File: src/rtl/tm_pkg.sv
// Shared types and constants for the Tsetlin-machine clause stages.
// Holds the controller state encoding, LFSR taps and the training pass length.
package tm_pkg;

    typedef enum logic [2:0] {
        IDLE    = 3'd0,
        INF_RUN = 3'd1,
        INF_CAP = 3'd2,
        TRN_RUN = 3'd3,
        TRN_REL = 3'd4,
        DONE    = 3'd5
    } ctrl_state_t;

    // x^16 + x^14 + x^13 + x^11 + 1, shift-left Fibonacci form: bits 15,13,12,10.
    localparam logic [15:0] LFSR16_TAPS  = 16'hB400;
    localparam logic [7:0]  P_THRESH_DEF = 8'd64;
    localparam logic [1:0]  TRN_CYCLES   = 2'd3;

    function automatic logic lfsr_feedback(input logic [15:0] state, input logic [15:0] taps);
        return ^(state & taps);
    endfunction

endpackage

File: src/rtl/clause_ctrl_if.sv
// Lane bus between the clause sequencer and its N_LIT Tsetlin automata.
// The controller is the master; the TA lanes are the slave side.
interface clause_ctrl_if #(
    parameter int N_LIT = 8
);
    logic [N_LIT-1:0] ta_ready;
    logic [N_LIT-1:0] ta_done;
    logic [N_LIT-1:0] ta_result;
    logic             ta_enable;
    logic             ta_training_sel;
    logic [N_LIT-1:0] ta_literal;
    logic             ta_type_feedback;
    logic             ta_clause_result;
    logic [N_LIT-1:0] ta_rand;
    logic             ta_rand_clk;

    modport master (
        input  ta_ready, ta_done, ta_result,
        output ta_enable, ta_training_sel, ta_literal, ta_type_feedback,
               ta_clause_result, ta_rand, ta_rand_clk
    );

    modport slave (
        output ta_ready, ta_done, ta_result,
        input  ta_enable, ta_training_sel, ta_literal, ta_type_feedback,
               ta_clause_result, ta_rand, ta_rand_clk
    );
endinterface

File: src/rtl/tm_lfsr.sv
// Free-running Fibonacci LFSR, shared by the clause stages as a random source.
// Steps every cycle out of reset; SEED must be nonzero.
module tm_lfsr
    import tm_pkg::*;
#(
    parameter int             W    = 16,
    parameter logic [W-1:0]   SEED = 16'hACE1
) (
    input  logic         clk,
    input  logic         rst_n,
    output logic [W-1:0] q
);

    localparam logic [W-1:0] TAPS = W'(LFSR16_TAPS);

    logic [W-1:0] q_q;
    logic [W-1:0] q_d;

    // Next LFSR state: shift left, feedback enters at bit 0.
    always_comb begin
        q_d = {q_q[W-2:0], lfsr_feedback(16'(q_q), 16'(TAPS))};
    end

    // LFSR state register.
    always_ff @(posedge clk or negedge rst_n) begin
        if (!rst_n) begin
            q_q <= SEED;
        end else begin
            q_q <= q_d;
        end
    end

    assign q = q_q;

endmodule

File: src/rtl/clause_ctrl.sv
// Clause sequencer: latches literals, runs one inference pass over the TA lanes,
// ANDs their results into the clause output, then optionally runs one training pass.
module clause_ctrl
    import tm_pkg::*;
#(
    parameter int                N_LIT    = 8,
    parameter int                LFSR_W   = 16,
    parameter logic [LFSR_W-1:0] SEED     = 16'hACE1,
    parameter logic [7:0]        P_THRESH = P_THRESH_DEF
) (
    input  logic             clk,
    input  logic             rst_n,
    input  logic             start,
    input  logic             train,
    input  logic             fb_type,
    input  logic [N_LIT-1:0] literals,
    clause_ctrl_if.master    lane,
    output logic             busy,
    output logic             valid,
    output logic             clause_out,
    output logic             err
);

    ctrl_state_t      state_q, state_d;
    logic [1:0]       cnt_q, cnt_d;
    logic [N_LIT-1:0] lit_q, lit_d;
    logic [N_LIT-1:0] rand_q, rand_d;
    logic             train_q, train_d;
    logic             fb_q, fb_d;
    logic             cres_q, cres_d;
    logic             en_q, en_d;
    logic             tsel_q, tsel_d;
    logic             rand_clk_q, rand_clk_d;
    logic             busy_q, busy_d;
    logic             valid_q, valid_d;
    logic             cout_q, cout_d;
    logic             err_q, err_d;

    logic [LFSR_W-1:0] lfsr_s;
    logic [N_LIT-1:0]  rand_s;
    logic              unused_s;

    tm_lfsr #(
        .W    (LFSR_W),
        .SEED (SEED)
    ) u_lfsr (
        .clk   (clk),
        .rst_n (rst_n),
        .q     (lfsr_s)
    );

    assign unused_s = ^lfsr_s;

    // Per-lane random bit: lane i looks at an 8-bit window starting at bit i.
    always_comb begin
        rand_s = {N_LIT{1'b0}};
        for (int i = 0; i < N_LIT; i++) begin
            rand_s[i] = (lfsr_s[i +: 8] < P_THRESH);
        end
    end

    // Sequencer next state; every output is computed here and registered below.
    always_comb begin
        state_d    = state_q;
        cnt_d      = cnt_q;
        lit_d      = lit_q;
        train_d    = train_q;
        fb_d       = fb_q;
        cres_d     = cres_q;
        rand_d     = rand_q;
        cout_d     = cout_q;
        err_d      = err_q;
        en_d       = 1'b0;
        tsel_d     = 1'b0;
        rand_clk_d = 1'b0;
        case (state_q)
            IDLE: begin
                if (start && (&lane.ta_ready)) begin
                    lit_d   = literals;
                    train_d = train;
                    fb_d    = fb_type;
                    err_d   = 1'b0;
                    en_d    = 1'b1;
                    state_d = INF_RUN;
                end else begin
                    state_d = IDLE;
                end
            end
            INF_RUN: begin
                state_d = INF_CAP;
            end
            INF_CAP: begin
                if (&lane.ta_done) begin
                    cout_d = &lane.ta_result;
                    cres_d = &lane.ta_result;
                    if (train_q) begin
                        state_d    = TRN_RUN;
                        cnt_d      = TRN_CYCLES - 2'd1;
                        en_d       = 1'b1;
                        tsel_d     = 1'b1;
                        rand_d     = rand_s;
                        rand_clk_d = 1'b1;
                    end else begin
                        state_d = DONE;
                    end
                end else begin
                    // A lane missed its handshake: report it and skip training.
                    err_d   = 1'b1;
                    cout_d  = 1'b0;
                    state_d = DONE;
                end
            end
            TRN_RUN: begin
                if (cnt_q == 2'd0) begin
                    state_d = TRN_REL;
                end else begin
                    cnt_d  = cnt_q - 2'd1;
                    en_d   = 1'b1;
                    tsel_d = 1'b1;
                end
            end
            TRN_REL: begin
                state_d = DONE;
            end
            DONE: begin
                state_d = IDLE;
            end
            default: begin
                state_d = IDLE;
            end
        endcase
        valid_d = (state_d == DONE);
        busy_d  = (state_d != IDLE);
    end

    // Sequencer state and output registers.
    always_ff @(posedge clk or negedge rst_n) begin
        if (!rst_n) begin
            state_q    <= IDLE;
            cnt_q      <= 2'd0;
            lit_q      <= {N_LIT{1'b0}};
            train_q    <= 1'b0;
            fb_q       <= 1'b0;
            cres_q     <= 1'b0;
            rand_q     <= {N_LIT{1'b0}};
            cout_q     <= 1'b0;
            err_q      <= 1'b0;
            en_q       <= 1'b0;
            tsel_q     <= 1'b0;
            rand_clk_q <= 1'b0;
            busy_q     <= 1'b0;
            valid_q    <= 1'b0;
        end else begin
            state_q    <= state_d;
            cnt_q      <= cnt_d;
            lit_q      <= lit_d;
            train_q    <= train_d;
            fb_q       <= fb_d;
            cres_q     <= cres_d;
            rand_q     <= rand_d;
            cout_q     <= cout_d;
            err_q      <= err_d;
            en_q       <= en_d;
            tsel_q     <= tsel_d;
            rand_clk_q <= rand_clk_d;
            busy_q     <= busy_d;
            valid_q    <= valid_d;
        end
    end

    assign lane.ta_enable        = en_q;
    assign lane.ta_training_sel  = tsel_q;
    assign lane.ta_literal       = lit_q;
    assign lane.ta_type_feedback = fb_q;
    assign lane.ta_clause_result = cres_q;
    assign lane.ta_rand          = rand_q;
    assign lane.ta_rand_clk      = rand_clk_q;
    assign busy                  = busy_q;
    assign valid                 = valid_q;
    assign clause_out            = cout_q;
    assign err                   = err_q;

endmodule

File: src/flat_wrapper.sv
// flat-port wrapper written by rule: the top's interface ports become plain ports
module clause_ctrl_flat import tm_pkg::*;
#(
    parameter int                N_LIT    = 8,
    parameter int                LFSR_W   = 16,
    parameter logic [LFSR_W-1:0] SEED     = 16'hACE1,
    parameter logic [7:0]        P_THRESH = P_THRESH_DEF
)
  (clk, rst_n, start, train, fb_type, literals, busy, valid, clause_out, err, lane_ta_ready, lane_ta_done, lane_ta_result, lane_ta_enable, lane_ta_training_sel, lane_ta_literal, lane_ta_type_feedback, lane_ta_clause_result, lane_ta_rand, lane_ta_rand_clk);
  clause_ctrl_if #(.N_LIT(N_LIT)) lane_i ();
  input  logic clk;
  input  logic rst_n;
  input  logic start;
  input  logic train;
  input  logic fb_type;
  input  logic [N_LIT-1:0] literals;
  output logic busy;
  output logic valid;
  output logic clause_out;
  output logic err;
  input wire logic [$bits(lane_i.ta_ready)-1:0] lane_ta_ready;
  input wire logic [$bits(lane_i.ta_done)-1:0] lane_ta_done;
  input wire logic [$bits(lane_i.ta_result)-1:0] lane_ta_result;
  output wire logic [$bits(lane_i.ta_enable)-1:0] lane_ta_enable;
  output wire logic [$bits(lane_i.ta_training_sel)-1:0] lane_ta_training_sel;
  output wire logic [$bits(lane_i.ta_literal)-1:0] lane_ta_literal;
  output wire logic [$bits(lane_i.ta_type_feedback)-1:0] lane_ta_type_feedback;
  output wire logic [$bits(lane_i.ta_clause_result)-1:0] lane_ta_clause_result;
  output wire logic [$bits(lane_i.ta_rand)-1:0] lane_ta_rand;
  output wire logic [$bits(lane_i.ta_rand_clk)-1:0] lane_ta_rand_clk;
  assign lane_i.ta_ready = lane_ta_ready;
  assign lane_i.ta_done = lane_ta_done;
  assign lane_i.ta_result = lane_ta_result;
  assign lane_ta_enable = lane_i.ta_enable;
  assign lane_ta_training_sel = lane_i.ta_training_sel;
  assign lane_ta_literal = lane_i.ta_literal;
  assign lane_ta_type_feedback = lane_i.ta_type_feedback;
  assign lane_ta_clause_result = lane_i.ta_clause_result;
  assign lane_ta_rand = lane_i.ta_rand;
  assign lane_ta_rand_clk = lane_i.ta_rand_clk;
  clause_ctrl #(.N_LIT(N_LIT), .LFSR_W(LFSR_W), .SEED(SEED), .P_THRESH(P_THRESH)) u_core (.clk(clk), .rst_n(rst_n), .start(start), .train(train), .fb_type(fb_type), .literals(literals), .lane(lane_i), .busy(busy), .valid(valid), .clause_out(clause_out), .err(err));
endmodule
File: config.mk
export PLATFORM = sky130hd
export DESIGN_NAME = clause_ctrl_flat
export DESIGN_NICKNAME = d
export VERILOG_FILES = /design/src/rtl/tm_pkg.sv /design/src/rtl/clause_ctrl_if.sv /design/src/rtl/tm_lfsr.sv /design/src/rtl/clause_ctrl.sv /design/src/flat_wrapper.sv
export SDC_FILE = /design/constraint.sdc
export NUM_CORES = 1
export LEC_CHECK = 0
export BUFFER_PORTS_ARGS = -buffer_cell sky130_fd_sc_hd__clkbuf_2
export CAP_MARGIN = 20
export CORE_MARGIN = 1.5
export CORE_UTILIZATION = 35
export DETAILED_ROUTE_END_ITERATION = 12
export PLACE_DENSITY_LB_ADDON = 0.12
export SETUP_SLACK_MARGIN = 0.4
export SYNTH_ARGS = -nofsm -noshare
export SYNTH_HDL_FRONTEND = slang
export SYNTH_SLANG_ARGS = --single-unit
File: constraint.sdc
create_clock -name clk -period 2.05 [get_ports clk]
set_clock_uncertainty 0.15 [all_clocks]
set_input_delay 0.615 -clock clk [delete_from_list [all_inputs] [get_ports clk]]
set_output_delay 0.615 -clock clk [all_outputs]
set_load 0.005 [all_outputs]
# ---- Yosys cells after proc, flatten, opt, wreduce, memory -nomap -nowiden
# Index checks and enable logic that the tools add are counted.
dict set report word_totals {
  reg_bits 47
}
dict set report classes {
  addsub 1
  eq_ne 10
  mux 20
  reduce_logical 15
  n_lt_le_gt_ge 8
}
# operator count
set op_table {}
lappend op_table {{$lt A8 B7 Y1 const B} 8}
lappend op_table {{$reduce_and A8 Y1} 3}
lappend op_table {{$reduce_xor A16 Y1} 1}
lappend op_table {{$pmux W3 S5} 1}
lappend op_table {{$reduce_and A10 Y1} 1}
lappend op_table {{$mux W1} 9}
lappend op_table {{$mux W3} 3}
lappend op_table {{$reduce_and A9 Y1} 1}
lappend op_table {{$eq A3 B2 Y1 const B} 2}
lappend op_table {{$eq A3 B3 Y1 const B} 2}
lappend op_table {{$mux W2} 3}
lappend op_table {{$ne A2 B1 Y1 const B} 3}
lappend op_table {{$ne A2 B2 Y1 const B} 2}
lappend op_table {{$pmux W1 S2} 2}
lappend op_table {{$pmux W2 S2} 1}
lappend op_table {{$reduce_and A4 Y1} 1}
lappend op_table {{$reduce_bool A2 Y1} 2}
lappend op_table {{$eq A3 B1 Y1 const B} 1}
lappend op_table {{$logic_not A3 Y1} 1}
lappend op_table {{$pmux W1 S3} 1}
lappend op_table {{$reduce_and A3 Y1} 1}
lappend op_table {{$reduce_bool A3 Y1} 1}
lappend op_table {{$logic_not A2 Y1} 1}
lappend op_table {{$reduce_and A2 Y1} 1}
lappend op_table {{other kinds (2)} 2}

# ---- Longest topological paths before layout
# Gate-level depths: netlist (run 1).
dict set report logic_depth {
  ltp_word 5
  mapped_depth 5
  mapped_depth_nobuf 5
}

# ---- Modules after synthesis
# A second synthesis (run 1) with hierarchy kept.
dict set report unflattened {
  hier_cells 148
  hier_area_um2 1969.4
}
# module n_inst cells_per_inst area_per_inst_um2 seq_area_each_um2
set by_module_without_submodules {}
lappend by_module_without_submodules {clause_ctrl 1 114 1420.1 775.7}
lappend by_module_without_submodules {tm_lfsr 1 34 549.3 410.4}

# ---- Worst setup path before layout (run 1)
# No wires, ideal clock.
dict set report synth_path {
  kind {register to register}
  from {register u_core.state_q[0]}
  to {register u_core.rand_q[0], in the netlist u_core.lane.ta_rand[0]}
  path_buffers 2
  t_arrival_ps 1699
  setup_slack_ps 76
  required_ps 1775
  path_stages_with_launch 6
  cell_sequence {dfrtp_1 -> or3b_1 -> buf_6 -> nor4_4 -> buf_6 -> mux2_4}
}
dict set report synth_via {
  elab_chain_len 2
}
# element line
set synth_lines {}
lappend synth_lines {{from (decl)} clause_ctrl.sv:24} ;# ctrl_state_t state_q, state_d;
lappend synth_lines {{from (signal assigned)} clause_ctrl.sv:154} ;# state_q <= state_d;
lappend synth_lines {{$eq A3 B2 Y1} clause_ctrl.sv:76} ;# case (state_q)
lappend synth_lines {{$reduce_and A10 Y1 (no source line)} n/a}
lappend synth_lines {{to (signal assigned)} clause_ctrl.sv:145} ;# rand_q <= {N_LIT{1'b0}};
lappend synth_lines {{to (signal assigned)} clause_ctrl.sv:160} ;# rand_q <= rand_d;
lappend synth_lines {{to (decl)} clause_ctrl.sv:27} ;# logic [N_LIT-1:0] rand_q, rand_d;
# Every way passes these cells.
# A chain may end at the register's enable or synchronous reset.

# ---- Final worst setup path (run 1)
dict set report layout_path {
  from {register u_core.state_q[2]}
  to {register u_core.rand_q[7], in the netlist u_core.lane.ta_rand[7]}
}
# Same word-level chain as after synthesis.

==> summary.txt, run 1 <==
Cells and area
  – Layout net count: between 200 and 300
  – Area Growth Syn to Fin: 39.99%
  – FF+latch area: approximately 1200 µm²
  – # fillers: slightly below 500
  – Proportion of layout cells with a drive suffix above 1: between 50% and 60%
  – Multi-input logic area: 670.6 µm²
  – Diode count: 0
  – Final instance area: ~2600 µm²
  – Final Core Density: 50.49%

Critical path
  – Worst r2r src: u_core.state_q[2]
  – Worst-path fanout max: 5
  – Startpoint types: flip-flop
  – Worst R2R End: u_core.lane.ta_rand[7]
  – R2R depth: 5
  – Worst Setup End Kind: flip-flop
  – Critical path required time: ~2100 ps
  – R2R Setup Slk: approximately 200 ps
  – Arrival @ worst endpoint: ~1900 ps
  – Critical path type: reg -> reg

Die
  – Die Wd: 75.32 µm
  – Core area: between 5000 and 6000 µm²
  – Die H: around 75 µm
  – Full die area: about 5700 µm²
  – # IOs: between 60 and 70
  – Num rows: 26
  – Starting Density: between 30% and 40%

Synth
  – Ys Warns: 0
  – Syn Std Cell Area: between 1500 and 2000 µm²
  – Mean Syn Cell Area: ~14 µm²
  – Synth Net Count: approximately 170
  – Seq/Total Area, Yosys: approximately two thirds
  – Ys async rst share: 100.0%
  – Distinct cells, synth: 32
  – Most frequent cell after synthesis: dfrtp_1
  – Synth area leaders: dfrtp_1 (53%), dfstp_2 (11%), mux2_2 (7.4%)
  – Syn Inst Count: 129
  – Top FF cell, synth: dfrtp_1
  – Post-synth EDFFs: 0
  – Area fraction of the dominant cell type after synthesis: a little over half
  – Flops & latches, synth: 47
  – Largest area contributor in the netlist: dfrtp_1
  – Post-synth top cells: dfrtp_1 (39), mux2_2 (12), nor2_1 (9)

Routing
  – WL/cell: around 13 µm
  – DR pass1 iterations: 4
  – Antenna Violating Nets Remaining: 0
  – Avg Vias per Cell: between 4 and 5
  – DR iter-0 viols: between 60 and 70
  – Vias: 1294
  – DR DRC count: 0
  – Routed Wire Length: between 3 and 4 mm

Placed design
  – IO Port Bufs: 61
  – Area post-placement: between 2000 and 2500 µm²
  – Post-place setup slack: roughly 28 ps
  – Detailed placement HPWL: about 2.5 mm
  – GPL Wtd Cong: 0.6724

Clocking
  – CTS H-tree lvls: 2
  – Clk Latency, worst-skew pair: 290 ps
  – Clock-pin slew on the worst setup and hold paths: ~80 ps
  – Sink Count: 47
  – Num CTS Buffers: 5
  – Clk buf depth: 2
  – TritonCTS clock tree: yes
  – CTS root buf: clkbuf_8

GRT
  – All-Layer GR Usage: around 14%
  – First-pass GRT wire length: about 5.6 mm
  – Antenna violations before repair: 0
  – Largest net degree at the start of global routing: 48
  – Number of global-route vias before repair: roughly 1200
  – Total grt overflow: 0

Hold path
  – Hold WC Path Type: in -> async

Timing
  – Final WS setup: just over 200 ps
  – Post-route minimum period: around 1800 ps
  – Max Clock Freq: 542.0 MHz
  – Relative slew slack: between 70% and 80%
  – TNS Setup: 0 ps
  – RSZ-0062 raised after global routing: true
  – Max-slew violation count: 0
  – Part of the cycle the worst path needs: 89.99%
  – Worst hold slack: approximately 140 ps
  – Worst-Margin Slew: about 310 ps
  – Final hold violation count: 0
  – Final setup vio count: 0

Power
  – Leakage: around 0.0013 µW
  – Clock Power Share: between 20% and 30%
  – Logic pwr share: a little under a quarter
  – Switching Share: 26.59%
  – Seq pwr share: around half
  – P per Cell Area: roughly 800 nW/µm²
  – P_sw: 547.8 µW
  – Worst vdd ir: 0.0003455 V
  – Internal Pwr Total: between 1500 and 2000 µW

Run
  – # Max-Cap Violations: 0

Status
  – Status: finished, final reports clean
==> worst max-delay path by stage <==
stage                                 start                     end  slack, ps  cells after the start
after global placement      lane_ta_done[0]  u_core.lane.ta_rand[7]         60                      5
after CTS                 u_core.state_q[2]  u_core.lane.ta_rand[7]        240                      4
after floorplan             lane_ta_done[0]  u_core.lane.ta_rand[0]        100                      4
after detailed placement    lane_ta_done[1]  u_core.lane.ta_rand[7]         30                      5
after global routing      u_core.state_q[2]  u_core.lane.ta_rand[7]        160                      5
final                     u_core.state_q[2]  u_core.lane.ta_rand[7]        210                      5
==> power by group through the flow <==
stage | logic (µW) | registers [µW] | clock network (µW)
after floorplan | 224 | 1090 | 0
after global placement | 406 | 1060 | 0
after detailed placement | 420 | 1070 | 0
after CTS | 445 | 1050 | 554
after global routing | 551 | 1060 | 600
final | 483 | 1050 | 529
==> critical path, cell delays in order (launching register included) <==
cell and delay [ps]:
dfrtp_1 380, or3b_4 430, nor4_4 140, buf_4 180, buf_12 120, mux2_2 330
==> layer usage <==
metal  share of wire (%)  GRT usage [%]
met1                  44          17.24
met2                  49          21.15
met3                 5.5          4.762
met4                 1.4          5.754
met5                   0              0
==> stage by stage <==
step / power [µW] / instances
after CTS: 2049 / 279
after floorplan: 1311 / 129
after detailed placement: 1485 / 265
after global placement: 1467 / 265
final: 2060 / 283
after global routing: 2209 / 283
==> placed cells by master (no fill, tap or decap), drive strengths merged, types with 3 or more instances in the layout <==
master	instances
nor2	9
o21ai	3
dfrtp	39
nand4	6
mux2	19
xnor2	3
nand2	7
inv	7
buf	17
clkbuf	68
dfstp	8
==> kinds of logic (layout without fill, tap and decap cells) <==
group	count (synthesis)	in the layout	synth area share [%]
compound gates	8	8	2.939
xor+xnor	3	3	1.436
fa+ha+maj	2	2	1.367
buf+inv	10	94	2.939
flops	47	47	64.80
mux	19	19	13.12
simple gates	40	40	13.40
==> area by class of cell <==
| class | count | share of cell area, % |
|---|---|---|
| Tap cell | 70 | 3.418 |
| Timing Repair Buffer | 79 | 19.78 |
| Clock inverter | 2 | 0.4883 |
| Sequential cell | 47 | 46.29 |
| Clock buffer | 6 | 2.832 |
| Inverter | 7 | 1.025 |
| Multi-Input combinational cell | 72 | 26.17 |
==> sequential cells by signal (all words and copies together) (netlist names) <==
register,flops
u_core.u_lfsr.q,16
u_core.cnt_q,2
u_core.lane.ta_literal,8
u_core.state_q,3
u_core.valid,1
u_core.train_q,1
u_core.busy,1
u_core.lane.ta_enable,1
u_core.clause_out,1
u_core.lane.ta_clause_result,1
u_core.lane.ta_rand_clk,1
u_core.lane.ta_training_sel,1
u_core.err,1
u_core.lane.ta_rand,8
u_core.lane.ta_type_feedback,1
==> what timing repair did <==
action                                  CTS  global route
hold endpoints to repair                  0             0
endpoints found under the setup margin   20            24
resized for setup                         4             9
pin swaps                                 2             6
setup buffers                             6             3
hold buffers                              0             0
gates cloned                              0             1
Power figures use the tool's default switching activity.
==> inputs of run 2 (changes only) <==
--- a/config.mk
+++ b/config.mk
@@ -5,6 +5,7 @@
 export SDC_FILE = /design/constraint.sdc
 export NUM_CORES = 1
 export LEC_CHECK = 0
+export ABC_AREA = 1
 export BUFFER_PORTS_ARGS = -buffer_cell sky130_fd_sc_hd__clkbuf_2
 export CAP_MARGIN = 20
 export CORE_MARGIN = 1.5
==> run 2 against run 1 <==
Effect of this change: die area up 5.8%; critical path depth down 4; register-to-register slack better by 350 ps; via count up 12%; setup slack better by 270 ps; critical endpoint is now lane_ta_type_feedback.
==> summary.txt, run 2 <==
Status
  – Status: finished, final reports clean

Synth
  – Top FF cell, synth: dfrtp_1
  – Seq/Total Area, Yosys: 61.08%
  – Largest area contributor in the netlist: dfrtp_1
  – Synth Net Count: about 230
  – Syn Inst Count: 195
  – Ys async rst share: 100.0%
  – Syn Std Cell Area: 1942 µm²
  – Ys Warns: 0
  – Mean Syn Cell Area: 9.958 µm²
  – Synth area leaders: dfrtp_1 (50%), dfstp_2 (11%), nand2_1 (9.7%)
  – Most frequent cell after synthesis: nand2_1
  – Area fraction of the dominant cell type after synthesis: between 50% and 60%
  – Distinct cells, synth: 25
  – Post-synth EDFFs: 0
  – Post-synth top cells: nand2_1 (50), dfrtp_1 (39), inv_1 (26)
  – Flops & latches, synth: 47

GRT
  – Met3 GRT Util: approximately 3.6%
  – Met1 GRT Util: between 10% and 20%
  – Number of global-route vias before repair: about 1300
  – All-Layer GR Usage: roughly an eighth
  – Antenna violations before repair: 0
  – Total grt overflow: 0
  – First-pass GRT wire length: slightly below 6 mm
  – Met2 usage: 18.60%
  – GRT Max-Usage Layer: met2
  – Largest net degree at the start of global routing: between 40 and 50

Die
  – Core area: approximately 5200 µm²
  – Full die area: about 6000 µm²
  – # IOs: 62
  – Die Wd: between 70 and 80 µm
  – Die H: ~77 µm
  – Num rows: 26
  – Starting Density: a little under two fifths

Critical path
  – Crit path max-delay family: flip-flops
  – Critical path required time: approximately 1300 ps
  – Worst Setup End Kind: primary output
  – CP cell instances: clkbuf_2
  – Worst R2R End: u_core.valid
  – Worst-path fanout max: 2
  – Bufs and invs on worst path: 1
  – R2R Setup Slk: about 560 ps
  – Critical path type: reg -> out
  – R2R depth: 7
  – Max incr delay on CP: roughly 400 ps
  – Startpoint types: flip-flop
  – Arrival @ worst endpoint: around 810 ps
  – Crit-path slowest cell: dfrtp_1
  – Worst r2r src: u_core.state_q[1]

Routing
  – WL/cell: roughly 10 µm
  – Antenna Violating Nets Remaining: 0
  – DR pass1 iterations: 6
  – Avg Vias per Cell: ~4.3
  – Routed Wire Length: 3.449 mm
  – Vias: 1449
  – DR iter-0 viols: 75
  – DR DRC count: 0

Timing
  – Final WS setup: around 480 ps
  – Max-slew violation count: 0
  – Relative slew slack: about 84%
  – Post-route minimum period: roughly 1600 ps
  – Worst hold slack: ~150 ps
  – Part of the cycle the worst path needs: 76.62%
  – Final hold violation count: 0
  – Final setup vio count: 0
  – TNS Setup: 0 ps
  – Worst-Margin Slew: 246.5 ps
  – RSZ-0062 raised after global routing: false
  – Max Clock Freq: 636.7 MHz

Cells and area
  – Max FFs per register: 16
  – Layout net count: approximately 300
  – Most common cell after layout, fill and taps aside: clkbuf_2
  – Proportion of layout cells with a drive suffix above 1: between 40% and 50%
  – Diode count: 0
  – Area Growth Syn to Fin: 25.97%
  – Commonest cells after routing, fill and taps aside: clkbuf_2 (61), nand2_1 (50), dfrtp_1 (39)

Power
  – Worst vdd ir: between 0.0004 and 0.0005 V
  – Leakage: approximately 0.0014 µW
  – P per Cell Area: ~840 nW/µm²

Clocking
  – Clk buf depth: 2
  – CTS H-tree lvls: 2
  – Clock-pin slew on the worst setup and hold paths: roughly 80 ps
  – Num CTS Buffers: 5
  – Sink Count: 47
  – CTS root buf: clkbuf_8
  – Hold_buf cts: 0
  – Clk Latency, worst-skew pair: between 200 and 300 ps
  – TritonCTS clock tree: yes

Placed design
  – GPL Wtd Cong: 0.7209
  – Detailed placement HPWL: around 2.5 mm
  – IO Port Bufs: 61
  – Post-place setup slack: about 230 ps

Hold path
  – Hold WC Path Type: in -> async

Run
  – # Max-Cap Violations: 0
==> run 2: cell types whose count changed after synthesis, moves of 3 or more <==
cell | before | now
nand2_1 | 7 | 50
inv_1 | 7 | 26
mux2_2 | 12 | 0
o21ai_1 | 0 | 8
o21ai_2 | 0 | 8
mux2_4 | 7 | 0
nand2_2 | 0 | 6
nand3_1 | 2 | 8
inv_2 | 0 | 3
nor2_1 | 9 | 12
==> run 2: metal layers <==
metal	routed length (µm)	share of wire, %	vias up
met5	0	0	-
met4	42	1.2	0
met3	216	6.3	4
met2	1472	43	48
met1	1718	50	650
li1	-	-	747
==> run 2: cell type report <==
cell class | count | area [µm²]
Clock buffer | 7 | 86.33
Fill cell | 522 | 2791
Timing Repair Buffer | 64 | 340.3
Sequential cell | 47 | 1186
Tap cell | 70 | 87.58
Inverter | 29 | 108.9
Multi-Input combinational cell | 116 | 628.1
Clock inverter | 1 | 8.758
==> run 2: report_power, final <==
group,switching (µW),total [µW],internal (µW)
clock network,296,572,276
registers,61.3,1070,1010
logic,253,419,166
==> run 2: repair_timing <==
| item | in CTS | in global routing |
|---|---|---|
| setup endpoints to repair | 2 | 4 |
| gates resized for setup | 0 | 1 |
| buffers inserted | 1 | 1 |
==> run 2: metrics by stage <==
| step | cells | instance area [µm²] | power [µW] | utilization [%] |
|---|---|---|---|---|
| floorplan | 195 | 1942 | 1350 | - |
| global placement | 324 | 2327 | 1506 | 44.43 |
| detailed placement | 324 | 2327 | 1504 | 44.43 |
| CTS | 333 | 2430 | 2087 | 46.39 |
| global route | 334 | 2446 | 2209 | 46.70 |
| finish | 334 | 2446 | 2063 | 46.70 |
==> run 2: worst max-delay path by stage <==
stage / from / to / slack [ps] / cells after the start
finish: u_core.lane.ta_type_feedback / lane_ta_type_feedback / 480 / 1
global route: u_core.state_q[1] / u_core.valid / 430 / 7
CTS: u_core.lane.ta_rand[4] / lane_ta_rand[4] / 460 / 1
detailed placement: start / u_core.lane.ta_literal[0] / 230 / 5
global placement: start / u_core.err / 270 / 5
floorplan: lane_ta_done[6] / u_core.lane.ta_rand[4] / 470 / 8
==> run 2: cells by family after synthesis <==
logic type | after synthesis | synth area share [%]
buffers and inverters | 32 | 7.023
XOR/XNOR | 2 | 0.9022
flip-flops | 47 | 61.08
adder cells (fa/ha/maj) | 2 | 1.288
AO/OA/AOI/OAI | 20 | 6.830
AND/OR/NAND/NOR | 92 | 22.87
